===== src/rtl/sign_compressor_pkg.sv =====
// Shared constants for the sign compressor: default widths and saturation values.
package sign_compressor_pkg;

  localparam int unsigned IN_W_DEF  = 32;
  localparam int unsigned OUT_W_DEF = 17;
  localparam int unsigned CNT_W_DEF = 8;

  localparam logic [OUT_W_DEF-1:0] SAT_POS = 17'h0FFFF;
  localparam logic [OUT_W_DEF-1:0] SAT_NEG = 17'h10000;

endpackage


===== src/rtl/skid_fifo2.sv =====
// Two-entry FIFO with a registered ready; no combinational path from out_ready_i to in_ready_o.
module skid_fifo2 #(
  parameter int unsigned Width = 18
) (
  input  logic             clk_i,
  input  logic             rst_ni,
  input  logic             in_valid_i,
  output logic             in_ready_o,
  input  logic [Width-1:0] in_data_i,
  output logic             out_valid_o,
  input  logic             out_ready_i,
  output logic [Width-1:0] out_data_o
);

  logic [Width-1:0] mem_q [2];
  logic             wr_ptr_q, rd_ptr_q;
  logic [1:0]       cnt_q, cnt_d;
  logic             ready_q;
  logic             push, pop;

  assign push        = in_valid_i & ready_q;
  assign out_valid_o = (cnt_q != 2'd0);
  assign pop         = out_valid_o & out_ready_i;
  assign in_ready_o  = ready_q;
  assign out_data_o  = out_valid_o ? mem_q[rd_ptr_q] : '0;

  always_comb begin
    cnt_d = cnt_q;
    unique case ({push, pop})
      2'b10:   cnt_d = cnt_q + 2'd1;
      2'b01:   cnt_d = cnt_q - 2'd1;
      default: cnt_d = cnt_q;
    endcase
  end

  // ready_q stays low during reset and rises on the first edge after release.
  always_ff @(posedge clk_i or negedge rst_ni) begin
    if (!rst_ni) begin
      mem_q[0] <= '0;
      mem_q[1] <= '0;
      wr_ptr_q <= 1'b0;
      rd_ptr_q <= 1'b0;
      cnt_q    <= 2'd0;
      ready_q  <= 1'b0;
    end else begin
      if (push) begin
        mem_q[wr_ptr_q] <= in_data_i;
        wr_ptr_q        <= ~wr_ptr_q;
      end
      if (pop) begin
        rd_ptr_q <= ~rd_ptr_q;
      end
      cnt_q   <= cnt_d;
      ready_q <= (cnt_d != 2'd2);
    end
  end

endmodule


===== src/rtl/sign_compressor.sv =====
// Compresses a two's-complement word to OUT_W bits (wrap or saturate), flags overflow,
// buffers results in a 2-entry FIFO and counts overflowing words.
module sign_compressor
  import sign_compressor_pkg::*;
#(
  parameter int unsigned IN_W  = IN_W_DEF,
  parameter int unsigned OUT_W = OUT_W_DEF,
  parameter int unsigned CNT_W = CNT_W_DEF
) (
  input  logic             clock,
  input  logic             reset_n,
  input  logic             in_valid,
  output logic             in_ready,
  input  logic [IN_W-1:0]  in_data,
  input  logic             sat_en,
  output logic             out_valid,
  input  logic             out_ready,
  output logic [OUT_W-1:0] out_data,
  output logic             out_ovf,
  input  logic             clr_count,
  output logic [CNT_W-1:0] ovf_count
);

  localparam logic [OUT_W-1:0] SatPos =
      (OUT_W == OUT_W_DEF) ? OUT_W'(SAT_POS) : {1'b0, {(OUT_W-1){1'b1}}};
  localparam logic [OUT_W-1:0] SatNeg =
      (OUT_W == OUT_W_DEF) ? OUT_W'(SAT_NEG) : {1'b1, {(OUT_W-1){1'b0}}};

  logic [IN_W-OUT_W:0] upper;
  logic                fit;
  logic                accept;
  logic [OUT_W-1:0]    comp_data;
  logic [OUT_W:0]      fifo_out;
  logic [CNT_W-1:0]    ovf_count_q;

  // Representable iff the sign bit of the result and everything above agree.
  assign upper  = in_data[IN_W-1:OUT_W-1];
  assign fit    = (&upper) | ~(|upper);
  assign accept = in_valid & in_ready;

  always_comb begin
    comp_data = in_data[OUT_W-1:0];
    if (!fit && sat_en) begin
      comp_data = in_data[IN_W-1] ? SatNeg : SatPos;
    end
  end

  skid_fifo2 #(
    .Width(OUT_W + 1)
  ) u_fifo (
    .clk_i      (clock),
    .rst_ni     (reset_n),
    .in_valid_i (in_valid),
    .in_ready_o (in_ready),
    .in_data_i  ({~fit, comp_data}),
    .out_valid_o(out_valid),
    .out_ready_i(out_ready),
    .out_data_o (fifo_out)
  );

  assign out_ovf  = fifo_out[OUT_W];
  assign out_data = fifo_out[OUT_W-1:0];

  always_ff @(posedge clock or negedge reset_n) begin
    if (!reset_n) begin
      ovf_count_q <= '0;
    end else if (clr_count) begin
      ovf_count_q <= '0;
    end else if (accept && !fit && !(&ovf_count_q)) begin
      ovf_count_q <= ovf_count_q + CNT_W'(1);
    end
  end

  assign ovf_count = ovf_count_q;

endmodule


===== config.mk =====
export PLATFORM = sky130hd
export DESIGN_NAME = sign_compressor
export DESIGN_NICKNAME = d
export VERILOG_FILES = /design/src/rtl/sign_compressor_pkg.sv /design/src/rtl/skid_fifo2.sv /design/src/rtl/sign_compressor.sv
export SDC_FILE = /design/constraint.sdc
export NUM_CORES = 1
export LEC_CHECK = 0
export ABC_AREA = 1
export BUFFER_PORTS_ARGS = -buffer_cell sky130_fd_sc_hd__buf_2
export CORE_MARGIN = 2
export CORE_UTILIZATION = 30
export CTS_CLUSTER_DIAMETER = 30
export DETAILED_ROUTE_END_ITERATION = 16
export PLACE_DENSITY = 0.59
export SLEW_MARGIN = 20
export SYNTH_ARGS = -nofsm -noshare
export SYNTH_HDL_FRONTEND = slang
export SYNTH_SLANG_ARGS = --single-unit

===== constraint.sdc =====
create_clock -name clock -period 3.4 [get_ports clock]
set_input_delay 0.68 -clock clock [delete_from_list [all_inputs] [get_ports clock]]
set_output_delay 0.68 -clock clock [all_outputs]
set_load 0.05 [all_outputs]

==> qor.csv <==
metric,value,unit
area_delta_synth_final,19.2,%
start_util,30.9,%
grt-ovfl-total,0,
period_needed,2.54,ns
design.die.area,9720,um^2
grt_max_degree,36,
tns,0,ns
antenna_found_initial,0,
ff2ff_path_depth,8,
drt_iter0_drc,102,
slowest_stage,clkinv_1,
critical-path-max-stage-delay,0.53,ns
skew,0.0113,ns
drc_errors,0,
ir_drop,0.000339,V
p_leak,1.81,nW
hold_slack,0.458,ns
dp_cells,532,
cp_max_fo,18,
crit_family,buffers and inverters,
final_area,3200,um^2
synth-seq-cells,49,
rsz0062_at_grt,no,
fin_nets,471,
hold_viol,0,
cts-root-buf,clkbuf_8,
cts.clk_slew.worst_paths,0.09,ns
synth_cell_type_count,26,
cts_buffers,5,
vias_per_cell,4.51,
max_slew.worst_pin.slew,0.826,ns
hold_path.class,input pin to async pin,
cp-endpoint,out_data[3],
cts_tree,done,
endpoint_kind,output pin,
die_h,98.6,um
regArea,1230,um^2
start_kind,flip-flop,
synth_cells,367,
timing.critical_path.buf_inv,2,
core_area,8680,um^2
cts_hold_repair.buffers,0,
gp_congestion,0.763,
min_period_over_period,74.8,%
r2r-end,u_fifo.in_ready_o,
final_cell_mix,"nand2_1, buf_2, dfrtp_1",
grt_pass1_vias,2412,
fill_cells,966,
clock_path_buffers,2,
first_pass_iters,4,
arrival,1.86,ns
clock-sinks,49,
setup_viol,0,
yosys_warnings,0,
syn_area,2680,um^2
num_rows,34,
grt_usage,14.5,%
seq_area_frac_synth,45.7,%
cp-startpoint,u_fifo.rd_ptr_q,
post-route-util,36.9,%
multi_input_area,1310,um^2
grt_pass1_wl,11.5,mm
cts_resized,0,
post_drt_wl_per_cell,12.4,um
relSlewSlack,44.9,%
dpl_cell_area,3100,um^2
die_width,98.6,um
dp_hpwl,4.58,mm
syn-num-nets,407,
crit_type,flip-flop to output pin,
vias,2431,
ant_nets,0,
worstPathRequired,2.72,ns
worstSkewPairLatency,0.31,ns
final_common_cell,nand2_1,
post_cts_buffers,0,
htree_num_levels,2,
reg2reg_from,u_fifo.cnt_q[0],
reg2reg_setup_slack,1.49,ns
diodes,0,
crit_cells,4,
instances_no_fill,539,
layout-drive-gt1-share,25.1,%
finalMaxSlewViolations,0,
cp_cell_sequence,clkinv_1 > nand2_1 > a21oi_1 > buf_2,
io_buffer_count,65,
power.density,889,nW/um^2
status,completed,
routed_wl,6.66,mm
fmax,0.393,GHz
drv_cap,0,
ios,66,
syn_avg_cell_area,7.31,um^2
==> registers in the layout (all words and copies together), names as in the netlist <==
signal             flops
u_fifo.mem_q          36
ovf_count              8
u_fifo.cnt_q           2
u_fifo.in_ready_o      1
u_fifo.rd_ptr_q        1
u_fifo.wr_ptr_q        1
==> per-layer routing <==
layer	up-vias	share of wire, %	track usage [%]
li1	1260	-	-
met1	1113	47	19.4
met2	52	47	24.1
met3	6	5.3	3.40
met4	0	0.89	3.48
met5	-	0	0
==> where the power goes <==
part	leakage, nW	switching [mW]	internal (mW)
logic	1.13	1.10	0.382
clock network	0.0540	0.192	0.214
registers	0.619	0.138	0.813
==> through the flow <==
stage          total power, mW  worst slack, ns
6_report                  2.84            0.855
5_1_grt                   3.06            0.705
4_1_cts                   2.87            0.845
3_5_place_dp              2.46             1.19
3_3_place_gp              2.45             1.23
2_1_floorplan             2.09             1.13
==> area by class of cell <==
class,instances,share of cell area [%]
well taps,108,4.22
multi-input cells,288,40.9
clock buffers,5,2.15
flip-flops and latches,49,38.3
clock inverters,2,1.10
inverters,17,1.99
repair buffers,70,11.3
==> synthesized netlist by cell type, drive strengths merged <==
master	count	area share (%)
nor2	24	3.9
xnor2	2	0.65
nand3	19	4.0
dfrtp	49	46
nand4	6	2.2
a21oi	20	3.7
clkinv	1	0.14
clkbuf	3	0.42
buf	10	2.8
o21ai	3	0.56
inv	16	2.2
nand2	207	31
xor2	4	1.3
ha	2	0.93
or2	1	0.23
==> worst min path at each step <==
stage	from	endpoint	depth (start not counted)
2_1_floorplan	reset_n	ovf_count[0]	0
3_3_place_gp	u_fifo.mem_q[8]	u_fifo.mem_q[8]	2
3_5_place_dp	u_fifo.mem_q[14]	u_fifo.mem_q[14]	2
4_1_cts	reset_n	u_fifo.mem_q[25]	1
5_1_grt	u_fifo.mem_q[5]	u_fifo.mem_q[5]	2
6_report	reset_n	u_fifo.mem_q[25]	1
==> cells by family (layout without fill, tap and decap cells) <==
group	after synthesis	after routing	share of synthesized area, %
AOI/OAI and AO/OA	23	23	4.29
xor gates and xnor gates	6	6	1.96
adders and majority gates	2	2	0.932
buffers and inverters	30	94	5.59
DFF	49	49	45.7
and+or+nand+nor	257	257	41.5
Power figures use the tool's default switching activity.
